File: src/rtl/tone_seq_pkg.sv
// Shared types and defaults for the programmable tone sequencer.
package tone_seq_pkg;

  localparam int TICK_DIV_DEF = 50000;
  localparam int HP_W_DEF     = 20;
  localparam int DUR_W_DEF    = 12;

  typedef enum logic [1:0] {
    IDLE,
    FETCH,
    PLAY,
    GAP
  } state_t;

  // Note-table entry layout at the default field widths.
  typedef struct packed {
    logic [HP_W_DEF-1:0]  half_period;
    logic [DUR_W_DEF-1:0] duration;
  } note_t;

endpackage

File: src/rtl/tone_gen.sv
// Square-wave generator: toggles every half_period cycles, silent while restart or half_period=0.
module tone_gen #(
  parameter int HP_W = 20
) (
  input  logic            clk,
  input  logic            resetn,
  input  logic            restart,
  input  logic [HP_W-1:0] half_period,
  output logic            speaker
);

  logic [HP_W-1:0] cnt_q;

  always_ff @(posedge clk or negedge resetn) begin
    if (!resetn) begin
      cnt_q   <= '0;
      speaker <= 1'b0;
    end else if (restart || (half_period == '0)) begin
      cnt_q   <= '0;
      speaker <= 1'b0;
    end else if (cnt_q == half_period - HP_W'(1)) begin
      cnt_q   <= '0;
      speaker <= ~speaker;
    end else begin
      cnt_q <= cnt_q + HP_W'(1);
    end
  end

endmodule

File: src/rtl/tone_sequencer.sv
// Plays a run-time programmable table of square-wave notes on one speaker pin.
//   state | meaning
//   IDLE  | waiting for start, speaker silent
//   FETCH | table entry at note_idx being read (1 cycle)
//   PLAY  | note sounding for max(duration,1) ticks
//   GAP   | silent GAP_TICKS ticks after a note
module tone_sequencer
  import tone_seq_pkg::*;
#(
  parameter int DEPTH     = 16,
  parameter int HP_W      = 20,
  parameter int DUR_W     = 12,
  parameter int TICK_DIV  = TICK_DIV_DEF,
  parameter int GAP_TICKS = 0
) (
  input  logic                     clk,
  input  logic                     resetn,
  input  logic                     wr_en,
  input  logic [$clog2(DEPTH)-1:0] wr_addr,
  input  logic [HP_W-1:0]          wr_half_period,
  input  logic [DUR_W-1:0]         wr_duration,
  input  logic [$clog2(DEPTH):0]   seq_len,
  input  logic                     loop_en,
  input  logic                     start,
  input  logic                     stop,
  output logic                     busy,
  output logic [$clog2(DEPTH)-1:0] note_idx,
  output logic                     done,
  output logic                     speaker
);

  localparam int AW       = $clog2(DEPTH);
  localparam int PS_W     = (TICK_DIV > 1) ? $clog2(TICK_DIV) : 1;
  localparam int GAP_LAST = (GAP_TICKS > 0) ? GAP_TICKS - 1 : 0;
  localparam bit HAS_GAP  = (GAP_TICKS > 0);

  typedef struct packed {
    logic [HP_W-1:0]  half_period;
    logic [DUR_W-1:0] duration;
  } entry_t;

  entry_t          note_mem [DEPTH];
  entry_t          cur_q;
  state_t          state_q, state_d;
  logic [AW-1:0]   idx_q, idx_d;
  logic [AW:0]     len_q, len_d;
  logic            done_d;
  logic [PS_W-1:0] ps_q;
  logic [DUR_W-1:0] tick_q, tick_last;
  logic            timing, ps_wrap, phase_end, note_done, last_note, start_ok;
  logic [HP_W-1:0] gen_hp;

  always_ff @(posedge clk) begin
    if (wr_en) note_mem[wr_addr] <= entry_t'{half_period: wr_half_period, duration: wr_duration};
  end

  always_ff @(posedge clk or negedge resetn) begin
    if (!resetn)               cur_q <= '0;
    else if (state_q == FETCH) cur_q <= note_mem[idx_q];
  end

  assign timing    = (state_q == PLAY) || (state_q == GAP);
  assign ps_wrap   = (ps_q == PS_W'(TICK_DIV - 1));
  assign tick_last = (state_q == GAP)            ? DUR_W'(GAP_LAST) :
                     (cur_q.duration == '0)      ? '0 :
                                                   cur_q.duration - DUR_W'(1);
  assign phase_end = timing && ps_wrap && (tick_q == tick_last);
  assign note_done = phase_end && ((state_q == GAP) || !HAS_GAP);
  assign last_note = ({1'b0, idx_q} == len_q - (AW+1)'(1));
  assign start_ok  = start && !stop && (seq_len != '0) && (seq_len <= (AW+1)'(DEPTH));

  always_ff @(posedge clk or negedge resetn) begin
    if (!resetn) begin
      ps_q   <= '0;
      tick_q <= '0;
    end else if (!timing || phase_end || stop) begin
      ps_q   <= '0;
      tick_q <= '0;
    end else if (ps_wrap) begin
      ps_q   <= '0;
      tick_q <= tick_q + DUR_W'(1);
    end else begin
      ps_q <= ps_q + PS_W'(1);
    end
  end

  always_comb begin
    state_d = state_q;
    idx_d   = idx_q;
    len_d   = len_q;
    done_d  = 1'b0;
    case (state_q)
      IDLE: begin
        if (start_ok) begin
          state_d = FETCH;
          idx_d   = '0;
          len_d   = seq_len;
        end
      end
      FETCH:   state_d = PLAY;
      PLAY:    if (phase_end && HAS_GAP) state_d = GAP;
      default: ;
    endcase
    if (note_done) begin
      if (!last_note) begin
        idx_d   = idx_q + AW'(1);
        state_d = FETCH;
      end else if (loop_en) begin
        idx_d   = '0;
        state_d = FETCH;
      end else begin
        state_d = IDLE;
        done_d  = 1'b1;
      end
    end
    // Abort wins over everything, including a start in the same cycle.
    if (stop) begin
      state_d = IDLE;
      idx_d   = '0;
      done_d  = 1'b0;
    end
  end

  always_ff @(posedge clk or negedge resetn) begin
    if (!resetn) begin
      state_q <= IDLE;
      idx_q   <= '0;
      len_q   <= '0;
      done    <= 1'b0;
    end else begin
      state_q <= state_d;
      idx_q   <= idx_d;
      len_q   <= len_d;
      done    <= done_d;
    end
  end

  // Holding the generator in restart whenever PLAY is not next silences it on every exit.
  assign gen_hp = (state_q == PLAY) ? cur_q.half_period : '0;

  tone_gen #(.HP_W(HP_W)) u_tone_gen (
    .clk         (clk),
    .resetn      (resetn),
    .restart     (state_d != PLAY),
    .half_period (gen_hp),
    .speaker     (speaker)
  );

  assign busy     = (state_q != IDLE);
  assign note_idx = idx_q;

endmodule

File: config.mk
export PLATFORM = sky130hd
export DESIGN_NAME = tone_sequencer
export DESIGN_NICKNAME = d
export VERILOG_FILES = /design/src/rtl/tone_seq_pkg.sv /design/src/rtl/tone_gen.sv /design/src/rtl/tone_sequencer.sv
export SDC_FILE = /design/constraint.sdc
export NUM_CORES = 1
export LEC_CHECK = 0
export CAP_MARGIN = 25
export CORE_MARGIN = 1
export CORE_UTILIZATION = 65
export DETAILED_ROUTE_END_ITERATION = 10
export PLACE_DENSITY = 0.83
export SLEW_MARGIN = 20
export SYNTH_ARGS = -nofsm -noshare
export SYNTH_HDL_FRONTEND = slang
export SYNTH_HIERARCHICAL = 1
export SYNTH_SLANG_ARGS = --single-unit
File: constraint.sdc
create_clock -name clk -period 9.9 [get_ports clk]
set_input_delay 0.99 -clock clk [delete_from_list [all_inputs] [get_ports clk]]
set_output_delay 0.99 -clock clk [all_outputs]
set_load 0.01 [all_outputs]
# Word-level counts from Yosys, hierarchy flattened
# Memories as Yosys holds them, arrays and structs flattened. A register that Yosys moved wholly into a read port is not among the register bits.
# Index checks and enable logic that the tools add are counted.
classes:
  n_eq_ne: 8
  n_reduce_logical: 20
  addsub: 7
  n_bitwise: 1
  n_mux: 29
  magnitude_cmp: 1
op_table:
  columns: ["cell", "n"]
  rows:
  - ["$mux W20", 3]
  - ["$mux W12", 4]
  - ["$mux W16", 2]
  - ["$mux W4", 6]
  - ["$add A20 B1 Y20 const B", 1]
  - ["$eq A20 B20 Y1", 1]
  - ["$logic_not A20 Y1", 1]
  - ["$sub A20 B1 Y20 const B", 1]
  - ["$add A16 B1 Y16 const B", 1]
  - ["$eq A16 B16 Y1 const B", 1]
  - ["$add A12 B1 Y12 const B", 1]
  - ["$eq A12 B12 Y1", 1]
  - ["$logic_not A12 Y1", 1]
  - ["$sub A12 B1 Y12 const B", 1]
  - ["$mux W1", 10]
  - ["$mux W2", 3]
  - ["$reduce_bool A2 Y1", 3]
  - ["$eq A4 B5 Y1", 1]
  - ["$le A5 B5 Y1 const B", 1]
  - ["$logic_and A1 B1 Y1", 5]
  - ["$reduce_bool A5 Y1", 1]
  - ["$sub A5 B1 Y5 const B", 1]
  - ["$add A4 B1 Y4 const B", 1]
  - ["$eq A2 B2 Y1 const B", 2]
  - ["8 further kinds", 13]
totals:
  output_inout_bits: 7
  regBits: 61
  memories: 1
  word_cells: 75
  ramBits: 512
  in_bits: 47
memory_table:
  columns: ["name", "depth", "word_bits", "rd", "rd_ports_with_merged_regs", "write_ports", "line_no", "text"]
  rows:
  - ["note_mem", 16, 32, 1, 1, 1, "tone_sequencer.sv:42", "entry_t note_mem [DEPTH];"]

# Longest topological paths before layout
logic_depth:
  ltp_word: 11
  ltp_mapped: 15
  ltp_nobuf: 12

# Modules after synthesis
# The synthesis kept the hierarchy.
modules_own_cells:
  columns: ["mod", "cells_each", "area_per_inst_um2", "n_inst", "seq_area_each_um2"]
  rows:
  - ["tone_sequencer", 1139, 23276.1, 1, 17176.5]
  - ["tone_gen", 205, 1716.6, 1, 525.5]

# Worst setup path before layout
# Ideal clock, no wire load.
synth_timing:
  kind: "input port to flip-flop"
  from: "input wr_addr[2]"
  to: "memory note_mem[0][0] in the netlist's numbering (enable)"
  n_path_buf: 0
  t_arrival_ns: 3.708
  cell_stages: 2
  t_required_ns: 9.439
  setup_ns: 0.461
  setup_slack_ns: 5.730
  path_cell_list: "or3b_2 -> nor3_1"
synth_rtl:
  columns: ["element", "line_no", "text"]
  rows:
  - ["from (decl)", "tone_sequencer.sv:19", "input logic [$clog2(DEPTH)-1:0] wr_addr,"]
  - ["to (decl)", "tone_sequencer.sv:42", null]
# No word-level cell before the write port.

# Worst setup path in the final report
layout_timing:
  from: "register, netlist name cur_q[0]"
  to: "register u_tone_gen.cnt_q[16]"
layout_via:
  elab_chain_cells: 10
  word_cells_on_any_way: 11
  cone_classes: "add/sub (1); eq/ne (2); mux (5); reduce/logical (3)"
layout_rtl:
  columns: ["element", "line_no", "text"]
  rows:
  - ["$sub A12 B1 Y12 or $logic_not A12 Y1 (tied branches)", "tone_sequencer.sv:66, tone_sequencer.sv:65", null]
  - ["$mux W12 *", "tone_sequencer.sv:65", "(cur_q.duration == '0) ? '0 :"]
  - ["$mux W12 *", "tone_sequencer.sv:64", "assign tick_last = (state_q == GAP) ? DUR_W'(GAP_LAST) :"]
  - ["$eq A12 B12 Y1 *", "tone_sequencer.sv:67", "assign phase_end = timing && ps_wrap && (tick_q == tick_last);"]
  - ["$logic_and A1 B1 Y1 *", "tone_sequencer.sv:67", null]
  - ["$mux W2 *", "tone_sequencer.sv:104", "if (note_done) begin"]
  - ["$mux W2 *", "tone_sequencer.sv:117", "if (stop) begin"]
  - ["$ne A2 B2 Y1 *", "tone_sequencer.sv:144", ".restart (state_d != PLAY),"]
  - ["$logic_or A1 B1 Y1 *", "tone_gen.sv:18", "end else if (restart || (half_period == '0)) begin"]
  - ["$mux W20 *", "tone_gen.sv:18", null]
  - ["to (signal assigned)", "tone_gen.sv:25", "cnt_q <= cnt_q + HP_W'(1);"]
  - ["to (decl)", "tone_gen.sv:12", "logic [HP_W-1:0] cnt_q;"]
# Every way passes the cells marked *; elsewhere a longest branch is shown, timed or not.
# A chain may end at the register's enable or synchronous reset.

==> run metrics <==
Ys Warns 6; period utilisation layout 0.393; fraction of layout cells with a size suffix above 1 0.237; overall die width about 200 um; final wirelength 58500 um; post-cts sizing count 0; largest net degree at the start of global routing 73; root buffer cell clkbuf_16; Fin. Hold Viols 0; R2R depth 13; Initial Util 0.662; Max Transition Viols Final 0; Post-Syn Nets ~1400; Slew @ Worst Pin 1.01 ns; First-pass DRT Iterations 5; Primary FF master, synth edfxtp_1; first-pass GRT wire length 86300 um; setup TNS 0 ns; full die area roughly 40000 um^2; hold crit path type in -> async; Synth Area per Inst roughly 19 um^2; gpl congestion a little over 0.8; # DRC 0; CP Max Fanout 20; register bit total from synthesis roughly 610; Post-synth top cells 512 x edfxtp_1, 160 x mux4_2, 93 x dfrtp_1, 88 x nor2_1, 39 x xnor2_1; Vias/cell ~6.8; Clk pin slew, worst setup/hold paths 0.06 ns; CTS Buf Count slightly below 60; startpoint types flip-flop; Peak Freq 257 MHz; Util after Layout 0.747; Routed Antenna Nets 0; RSZ-0062 raised after global routing false; post-cts hold buffer count 0; DP Wirelength 29700 um; final setup fails 0; asr flop ratio synth 0.154; r2r setup slk ~6 ns; I/O pins between 50 and 60; top-count cell post-synth edfxtp_1; via count about 13000; Layout area overhead 12.8%; wire per inst just under 30 um; Syn Std Cell Area 25000 um^2; Tmin final about 4 ns; row cnt 71; iteration-0 DRC count of the detailed router around 1400; worst flop-to-flop path startpoint cur_q[0]$_DFFE_PN0N_; Seq/Total Area, Yosys 0.708; worst skew pair latency 0.64 ns; post-synth top area share 0.615; Leakage just over 9 nW; critical path class reg -> reg; Port Buf Inserts 53; Final nets between 1000 and 1500; vias in the first global route around 13000; Pwr Density between 150 and 200 nW/um^2; setup bufs post-CTS 0; distinct cell type count after synthesis ~80; # fillers just over 2000; maximum root-to-sink buffer count 3; Max-cap violations 0; worst endpoint required time 10.43 ns; EDFF count, synth between 500 and 600; Clock Skews roughly 0.035 ns; core area 37800 um^2; relative slew slack 0.330; TritonCTS clock tree built; GRT Resource Usage Total 0.312; Overflow after GRT 0; H-tree Lvls 2; die height roughly 200 um; initial antenna violation count 4; VDD IR max around 0.18 mV; Syn Inst Count 1344; Synth area leader edfxtp_1; CP endpoint kind flip-flop; clock sink count 605; worst r2r dst u_tone_gen/cnt_q[16]$_DFF_PN0_; dominant cells by area after synthesis edfxtp_1 62%, mux4_2 14%, dfrtp_1 9.3%; status completed; critical path arrival roughly 4.4 ns
report_power, final:
group	switching, mW	leakage [nW]	internal [mW]
registers	0.0674	5.85	2.85
logic	0.172	2.30	0.136
clock network	0.951	0.915	1.22
how the worst max path moves through the flow:
stage,start,endpoint,depth (start not counted)
global placement,note_idx[0]$_DFF_PN0_,cur_q[4]$_DFFE_PN0N_,5
detailed placement,state_q[1]$_DFF_PN0_,u_tone_gen/cnt_q[16]$_DFF_PN0_,12
CTS,state_q[1]$_DFF_PN0_,u_tone_gen/cnt_q[6]$_DFF_PN0_,12
floorplan,wr_addr[2],note_mem[0][0]$_DFFE_PP_,2
global route,cur_q[0]$_DFFE_PN0N_,u_tone_gen/cnt_q[16]$_DFF_PN0_,13
finish,cur_q[0]$_DFFE_PN0N_,u_tone_gen/cnt_q[16]$_DFF_PN0_,13
critical path: stages (launching register included):
cell	delay, ns
dfrtp_1	0.46
inv_1	0.19
ha_1	0.18
or4b_4	0.50
or4_4	0.57
nand2_1	0.21
nor4_1	0.09
nor4_1	0.44
or3_1	0.35
o211ai_1	0.17
nor2_1	0.16
o21ai_1	0.08
buf_4	0.21
nor2_1	0.19
layout make-up:
cell class                      instances  area (um^2)  share of cell area
Clock buffer                           81         1610              0.0571
Inverter                               27          101             0.00360
Clock inverter                         27          259             0.00919
Tap cell                              511          639              0.0227
Timing Repair Buffer                   81          771              0.0273
Sequential cell                       605        17700               0.628
Antenna cell                            4         10.0            0.000355
Multi-Input combinational cell        653         7080               0.251
routing by layer:
layer,GRT usage,wire length [um]
met1,0.434,22400
met2,0.488,28200
met3,0.0675,5730
met4,0.126,2170
met5,0,0
logic make-up (layout without fill, tap and decap cells):
| family | count (synthesis) | count (layout) | share of synthesized area |
|---|---|---|---|
| xor+xnor | 74 | 74 | 0.0265 |
| other cells | 0 | 4 | 0 |
| simple gates | 291 | 291 | 0.0628 |
| buf+inv | 86 | 216 | 0.0133 |
| compound gates | 84 | 84 | 0.0249 |
| flops | 605 | 605 | 0.708 |
| fa+ha+maj | 8 | 8 | 0.00401 |
| mux | 196 | 196 | 0.160 |
placed cells by master (no fill, tap or decap), drive strengths merged, types with 32 or more instances in the layout:
master / instances
clkbuf: 81
clkdlybuf4s50: 52
mux2: 32
dfrtp: 93
mux4: 160
nor2: 88
edfxtp: 512
xor2: 34
xnor2: 39
nand2: 37
per-stage QoR:
| stage | hold WS [ns] | area, um^2 | cells | worst slack [ns] | power (mW) |
|---|---|---|---|---|---|
| after floorplan | 0.425 | 25000 | 1344 | 5.73 | 3.13 |
| after global placement | 0.441 | 26300 | 1874 | 6.16 | 3.24 |
| after detailed placement | 0.474 | 26300 | 1874 | 6.04 | 3.26 |
| after CTS | 0.255 | 28100 | 1982 | 6.02 | 5.42 |
| after global routing | 0.271 | 28200 | 1987 | 5.83 | 5.56 |
| final | 0.264 | 28200 | 1989 | 6.01 | 5.39 |
sequential cells by signal, indices dropped and copies added (netlist names):
register / flops
state_q: 2
len_q: 5
tick_q: 12
ps_q: 16
u_tone_gen/speaker: 1
note_idx: 4
done: 1
cur_q: 32
u_tone_gen/cnt_q: 20
note_mem: 512
(Power assumes the default switching activity.)
